<file path="src/rtl/ser_8b10b_pkg.sv">
// Shared definitions for the 8b/10b serial transmit path: symbol width, K28.5 idle
// codes for both disparities, the symbol-source enum and a popcount helper.
package ser_8b10b_pkg;

    localparam int unsigned SYM_W = 10;

    // K28.5 in abcdei_fghj order, bit 9 = 'a'
    localparam logic [SYM_W-1:0] K28_5_RDN = 10'b0011111010;
    localparam logic [SYM_W-1:0] K28_5_RDP = 10'b1100000101;

    typedef enum logic {
        SrcData,
        SrcIdle
    } src_e;

    function automatic logic [3:0] popcount10(input logic [SYM_W-1:0] sym);
        logic [3:0] cnt;
        cnt = 4'd0;
        for (int i = 0; i < SYM_W; i++) begin
            cnt = cnt + {3'd0, sym[i]};
        end
        return cnt;
    endfunction

endpackage

</file>
<file path="src/rtl/sym_disp_calc.sv">
// Combinational disparity evaluation of one 10-bit symbol against the current running
// disparity; shared by the transmitter and the receive-side checker.
module sym_disp_calc
    import ser_8b10b_pkg::*;
(
    input  logic [SYM_W-1:0] sym_i,
    input  logic             rd_i,
    output logic [3:0]       ones_o,
    output logic             next_rd_o,
    output logic             err_o
);

    always_comb begin
        ones_o = popcount10(sym_i);

        if (ones_o > 4'd5) begin
            next_rd_o = 1'b1;
        end else if (ones_o < 4'd5) begin
            next_rd_o = 1'b0;
        end else begin
            next_rd_o = rd_i;
        end

        // Legal symbols are balanced or off by one, and must pull RD back toward zero
        err_o = (ones_o < 4'd4) || (ones_o > 4'd6)
             || ((ones_o == 4'd6) && rd_i)
             || ((ones_o == 4'd4) && !rd_i);
    end

endmodule

</file>
<file path="src/rtl/ser_10b_tx.sv">
// 10-bit symbol serializer with running-disparity tracking and K28.5 idle insertion.
// Define SER_DISP_CHECK_EN to enable the disparity error pulse on disp_err.
module ser_10b_tx
    import ser_8b10b_pkg::*;
#(
    parameter logic [SYM_W-1:0] IDLE_RDN = K28_5_RDN,
    parameter logic [SYM_W-1:0] IDLE_RDP = K28_5_RDP
) (
    input  logic             clk,
    input  logic             rst,
    input  logic [SYM_W-1:0] sym_in,
    input  logic             sym_valid,
    output logic             sym_ready,
    output logic             rd_out,
    output logic             ser_out,
    output logic             sym_start,
    output logic             idle_active,
    output logic             disp_err
);

    logic [SYM_W-1:0] shift_q, shift_d;
    logic [3:0]       bit_cnt_q, bit_cnt_d;
    logic             rd_q, rd_d;
    src_e             src_q, src_d;
    logic             ser_q;
    logic             start_q, start_d;
    logic             idle_q;
    logic             derr_q, derr_d;

    logic             load;
    logic [SYM_W-1:0] ld_sym;
    logic [3:0]       unused_ones;
    logic             calc_rd;
    logic             calc_err;

    assign load      = (bit_cnt_q == 4'd9);
    assign sym_ready = load;

    // Idle polarity follows the RD before this load's update
    assign ld_sym = sym_valid ? sym_in : (rd_q ? IDLE_RDP : IDLE_RDN);

    sym_disp_calc u_disp_calc (
        .sym_i     (ld_sym),
        .rd_i      (rd_q),
        .ones_o    (unused_ones),
        .next_rd_o (calc_rd),
        .err_o     (calc_err)
    );

    always_comb begin
        shift_d   = {shift_q[SYM_W-2:0], 1'b0};
        bit_cnt_d = bit_cnt_q + 4'd1;
        rd_d      = rd_q;
        src_d     = src_q;
        start_d   = 1'b0;
        derr_d    = 1'b0;
        if (load) begin
            shift_d   = ld_sym;
            bit_cnt_d = 4'd0;
            rd_d      = calc_rd;
            src_d     = sym_valid ? SrcData : SrcIdle;
            start_d   = 1'b1;
`ifdef SER_DISP_CHECK_EN
            derr_d    = sym_valid & calc_err;
`endif
        end
    end

`ifndef SER_DISP_CHECK_EN
    logic unused_err;
    assign unused_err = calc_err;
`endif

    always_ff @(posedge clk) begin
        if (rst) begin
            shift_q   <= '0;
            bit_cnt_q <= 4'd9;
            rd_q      <= 1'b0;
            src_q     <= SrcData;
            ser_q     <= 1'b0;
            start_q   <= 1'b0;
            idle_q    <= 1'b0;
            derr_q    <= 1'b0;
        end else begin
            shift_q   <= shift_d;
            bit_cnt_q <= bit_cnt_d;
            rd_q      <= rd_d;
            src_q     <= src_d;
            // Register the next MSB so bit 'a' is on the line the cycle after the load
            ser_q     <= shift_d[SYM_W-1];
            start_q   <= start_d;
            idle_q    <= (src_d == SrcIdle);
            derr_q    <= derr_d;
        end
    end

    assign rd_out      = rd_q;
    assign ser_out     = ser_q;
    assign sym_start   = start_q;
    assign idle_active = idle_q;
    assign disp_err    = derr_q;

endmodule
</file>
<file path="config.mk">
export PLATFORM = sky130hd
export DESIGN_NAME = ser_10b_tx
export DESIGN_NICKNAME = d
export VERILOG_FILES = /design/src/rtl/ser_8b10b_pkg.sv /design/src/rtl/sym_disp_calc.sv /design/src/rtl/ser_10b_tx.sv
export SDC_FILE = /design/constraint.sdc
export NUM_CORES = 1
export LEC_CHECK = 0
export BUFFER_PORTS_ARGS = -buffer_cell sky130_fd_sc_hd__buf_2
export CORE_UTILIZATION = 56
export CTS_BUF_LIST = sky130_fd_sc_hd__clkbuf_8 sky130_fd_sc_hd__clkbuf_16
export DETAILED_ROUTE_END_ITERATION = 10
export GPL_TIMING_DRIVEN = 1
export PLACE_DENSITY_LB_ADDON = 0.05
export SLEW_MARGIN = 25
export SYNTH_ARGS = -nofsm -noshare
export SYNTH_HDL_FRONTEND = slang
export SYNTH_HIERARCHICAL = 1
export SYNTH_SLANG_ARGS = --single-unit
</file>
<file path="constraint.sdc">
create_clock -name clk -period 10.3 [get_ports clk]
set_clock_uncertainty 0.15 [all_clocks]
set_input_delay 2.575 -clock clk [delete_from_list [all_inputs] [get_ports clk]]
set_output_delay 2.575 -clock clk [all_outputs]
set_load 0.02 [all_outputs]
</file>
==> results of run 1 <==
==> state kept, by name, indices dropped and copies added, names as in the netlist <==
register,flops
bit_cnt_q,4
idle_active,1
rd_out,1
ser_out,1
shift_q,9
sym_start,1
==> routing by layer <==
metal | vias up | part of all wire (%)
li1 | 385 | -
met1 | 335 | 43
met2 | 27 | 46
met3 | 6 | 6.7
met4 | 0 | 4.0
met5 | - | 0
==> worst max-delay path, cell delays in order <==
cell and delay [ns]:
buf_2 0.22, nor2_1 0.16, a21oi_1 0.18, inv_1 0.08
fa_1 0.53, inv_1 0.05, fa_1 0.45, fa_1 0.46
inv_1 0.07, ha_1 0.16, inv_1 0.06, fa_1 0.40
xnor2_2 0.15, inv_1 0.06, o21ai_1 0.12, mux2i_1 0.08
nor2_1 0.12
==> cells in the final DEF (no fill, tap or decap) <==
cell	instances
a21o_1	1
a21oi_1	7
nand2b_1	1
buf_2	17
xnor2_1	2
nor3b_1	1
o21ai_1	1
a211o_1	1
conb_1	1
ha_1	7
nor2_1	12
clkbuf_8	3
inv_1	23
mux2i_1	1
nand2_1	9
dfxtp_1	17
xnor2_2	1
a211oi_1	7
and2_1	1
nor3_1	2
and3b_1	1
a21oi_2	1
fa_1	6
nor2b_1	1
a311oi_1	3
o21bai_1	1
==> final cells by class <==
| cell class | instances | area share (%) |
|---|---|---|
| multi-input combinational | 68 | 47.64 |
| tap | 24 | 2.697 |
| clock buffer | 3 | 3.708 |
| timing repair buffer | 17 | 7.640 |
| clock inverter | 1 | 0.3371 |
| inverter | 22 | 7.416 |
| sequential | 17 | 30.56 |
==> power by group <==
group          total, mW  internal [mW]  switching (mW)
clock network     0.0486         0.0265          0.0221
registers         0.0893         0.0819         0.00744
logic              0.198         0.0890           0.109
==> how the worst max path moves through the flow <==
stage / start / endpoint / slack, ns / cells after the start
2_1_floorplan: sym_valid / rd_out / 4.47 / 16
3_3_place_gp: sym_valid / rd_out / 4.21 / 17
3_5_place_dp: sym_valid / rd_out / 4.14 / 17
4_1_cts: sym_valid / rd_out / 4.40 / 17
5_1_grt: sym_valid / rd_out / 4.16 / 17
6_report: sym_valid / rd_out / 4.41 / 17
==> per-stage QoR <==
stage / cell area, um^2 / utilization (%) / setup WS, ns / total power [mW] / cells
after floorplan: 1006 / - / 4.468 / 0.2621 / 113
after global placement: 1069 / 67.03 / 4.209 / 0.2800 / 148
after detailed placement: 1069 / 67.03 / 4.142 / 0.2898 / 148
after CTS: 1114 / 69.86 / 4.399 / 0.3395 / 152
after global routing: 1114 / 69.86 / 4.163 / 0.3753 / 152
final: 1114 / 69.86 / 4.406 / 0.3358 / 152
==> impl_metrics.yaml, run 1 <==
layout:
  layout-area-overhead-vs-synth_pct: 10.70
  multi_input_area_um2: 530.5
  layout-drive-gt1-share_pct: 17.19
  final_nets: 155
  regArea_um2: 340.3
  num_antenna_cells: 0
  fillers: 149
power:
  leakagePower_nw: 0.5676
  max-vdd-ir-drop_mv: 0.2516
  p_per_area_nw_per_um2: 301.5
yosys:
  syn_nets: 139
  netlist_instances: 113
  ys.warnings.count: 6
  synth.avg_cell_area_um2: 8.902
  netlist_area_um2: 1006
route:
  route.detailed.drc: 0
  vias_per_cell: 4.954
  drt-initial-drc-count: 10
  firstDrtPassIters: 4
  wl_per_cell_um: 10.74
  antenna_left: 0
  vias: 753
  routed_wl_um: 1633
place:
  numPortBuffers: 17
  dp_hpwl_um: 1261
  place_congestion: 0.7707
clocking:
  htree_levels: 1
  clkSinkCount: 17
  numCtsBuffers: 3
  cts.clk_slew.worst_paths_ns: 0.06
  tritoncts: "done"
  cts_root_buf: "clkbuf_8"
  clk_path_buf_depth: 2
  cts_hold_buf: 0
  insertion_delay_ns: 0.25
  cts_resized: 0
  cts_setup_buffers: 0
worst_hold_path:
  hold_depth: 2
  hold_end: "shift_q[7]"
  hold_class: "reg -> reg"
  hp-start: "shift_q[6]"
floorplanning:
  start_util_pct: 63.11
  std_cell_rows: 14
  chipHeight_um: 44.39
  ios: 19
  core_um2: 1594
  dieArea_um2: 1970
  dieWidth_um: 44.39
worst_setup_path:
  reg2reg_slack_ns: 6.57
  rr_endpoint: "rd_out"
  crit_path_end_kind: "flip-flop"
  path_class: "in -> reg"
  start_kind: "input pin"
  r2r-start: "rd_out"
  required_ns: 10.34
  reg2reg_depth: 16
  path_max_fanout: 13
  critPathArrivalTime_ns: 5.94
sta:
  max_freq_mhz: 169.7
  hold_slack_ns: 0.3339
  rsz0062_at_grt: "false"
  drv_slew: 0
  timing.setup.tns_ns: 0
  finalSetupViolations: 0
  tightest_slew_ns: 0.8422
  finalCritPeriodShare_pct: 57.22
  hold_viol_final: 0
  final.min_clock_period_ns: 5.894
  timing.max_slew.rel_slack_pct: 43.85
grt:
  grt_use_met3_pct: 7.755
  grtUsageTotal_pct: 22.45
  overflow: 0
  grt_pass1_wl_um: 3070
  grt_util_met1_pct: 25.39
  met2_usage_pct: 34.12
  grt_max_degree: 27
  grt_pass1_vias: 774
  busiest_layer: "met2"
  antenna_found_initial: 0
run:
  maxCapViolations: 0
outcome:
  status: "complete, no violations"
Power figures use the tool's default switching activity.
==> run 2: changes to the inputs <==
- CORE_UTILIZATION: 56 -> 48
- clock period: 10.3 -> 5.3 ns (I/O delays scaled with it)
==> impl_metrics.yaml, run 2 (same netlist as run 1, synthesis figures left out) <==
outcome:
  status: "complete, no violations"
power:
  p_per_area_nw_per_um2: 577.0
  max-vdd-ir-drop_mv: 0.3985
  leakagePower_nw: 0.5676
grt:
  antenna_found_initial: 0
  overflow: 0
  grt_pass1_vias: 620
  grt_max_degree: 27
  grt_pass1_wl_um: 2622
  grtUsageTotal_pct: 16.69
sta:
  finalCritPeriodShare_pct: 87.40
  worst_slack_ns: 0.6677
  drv_slew: 0
  finalSetupViolations: 0
  timing.setup.tns_ns: 0
  max_freq_mhz: 215.9
  timing.max_slew.rel_slack_pct: 43.15
  rsz0062_at_grt: "false"
  tightest_slew_ns: 0.8527
  final.min_clock_period_ns: 4.632
  hold_viol_final: 0
route:
  vias: 728
  routed_wl_um: 1623
  drt-initial-drc-count: 11
  route.detailed.drc: 0
  wl_per_cell_um: 10.47
  vias_per_cell: 4.697
  antenna_left: 0
  firstDrtPassIters: 4
floorplanning:
  core_um2: 1962
  dieArea_um2: 2283
  std_cell_rows: 16
  chipHeight_um: 47.78
  start_util_pct: 51.28
  dieWidth_um: 47.78
  ios: 19
worst_setup_path:
  r2r-start: "rd_out"
  crit_path_start: "sym_valid"
  critical_path.max_stage_delay_ns: 0.53
  path_class: "in -> reg"
  crit_slowest_cell: "fa_1"
  cp_cell_sequence: "buf_2 > nor2_1 > a21oi_1 > inv_1 > fa_1 > inv_1 > fa_1 > fa_1 > inv_1 > ha_1 > inv_1 > fa_1 > inv_1 > a21oi_1 > o21ai_1 > mux2i_1 > nor2_1"
  crit_path_end_kind: "flip-flop"
  path_max_fanout: 13
  cpMostUsedCell: "inv_1"
  required_ns: 5.28
  path_delay_family: "adder cells"
  crit_buf_inv: 6
  start_kind: "input pin"
  critPathArrivalTime_ns: 4.61
clocking:
  cts_setup_buffers: 0
  cts_resized: 0
  numCtsBuffers: 3
  tritoncts: "done"
  htree_levels: 1
  clk_path_buf_depth: 2
  cts_root_buf: "clkbuf_8"
  clkSinkCount: 17
  insertion_delay_ns: 0.24
  cts_hold_buf: 0
  cts.clk_slew.worst_paths_ns: 0.06
layout:
  regMostFlops: "shift_q"
  final_common_cell: "inv_1"
  final_nets: 155
  layout-area-overhead-vs-synth_pct: 11.07
  fillers: 206
  largest_register_ffs: 9
  num_antenna_cells: 0
  layout_common_cells: "inv_1, dfxtp_1, buf_2"
  largest_registers: "shift_q: 9 flops, bit_cnt_q: 4 flops"
  layout-drive-gt1-share_pct: 17.19
place:
  dp_hpwl_um: 1295
  place_congestion: 0.7552
  dp_slack_ns: 0.3930
  numPortBuffers: 17
worst_hold_path:
  hold_class: "reg -> reg"
  hp-start: "shift_q[8]"
run:
  maxCapViolations: 0
[run 2: tightest hold or removal path, stage by stage (launching register included)]
cell,delay [ns]
dfxtp_1,0.30
nor2_1,0.09
a311oi_1,0.05
[run 2: cell type report]
cell class / instances / area [um^2] / share of cell area [%]
clock buffers: 3 / 41.29 / 3.695
repair buffers: 17 / 85.08 / 7.615
inverters: 22 / 82.58 / 7.391
clock inverters: 1 / 3.754 / 0.3359
multi-input cells: 68 / 530.5 / 47.48
well taps: 27 / 33.78 / 3.024
flip-flops and latches: 17 / 340.3 / 30.46
[run 2: where the power goes]
group          internal, mW  switching, mW
Combinational         0.173          0.206
Sequential            0.159         0.0156
Clock                0.0512         0.0397
[run 2: per-layer routing]
metal / vias to the layer above / global-route usage (%) / part of all wire [%] / wire, um
li1: 387 / - / - / -
met1: 320 / 23.65 / 49 / 791
met2: 19 / 24.86 / 46 / 753
met3: 2 / 3.396 / 3.5 / 57
met4: 0 / 6.667 / 1.3 / 21
met5: - / 0 / 0 / 0
[run 2: final timing paths]
| check | end | slack (ns) | cells after the start |
|---|---|---|---|
| min reg2reg | ser_out | 0.33 | 2 |
| max reg2reg | rd_out | 1.55 | 16 |
| min | ser_out | 0.33 | 2 |
| max | rd_out | 0.67 | 17 |
[run 2: through the flow]
stage / cells / hold slack [ns] / instance area [um^2] / util, % / total power [mW]
6_report: 155 / 0.3344 / 1117 / 56.95 / 0.6447
5_1_grt: 155 / 0.3535 / 1117 / 56.95 / 0.7342
4_1_cts: 155 / 0.3371 / 1117 / 56.95 / 0.6585
3_5_place_dp: 151 / 0.3280 / 1072 / 54.66 / 0.5646
3_3_place_gp: 151 / 0.3192 / 1072 / 54.66 / 0.5558
2_1_floorplan: 113 / 0.3072 / 1006 / - / 0.5093
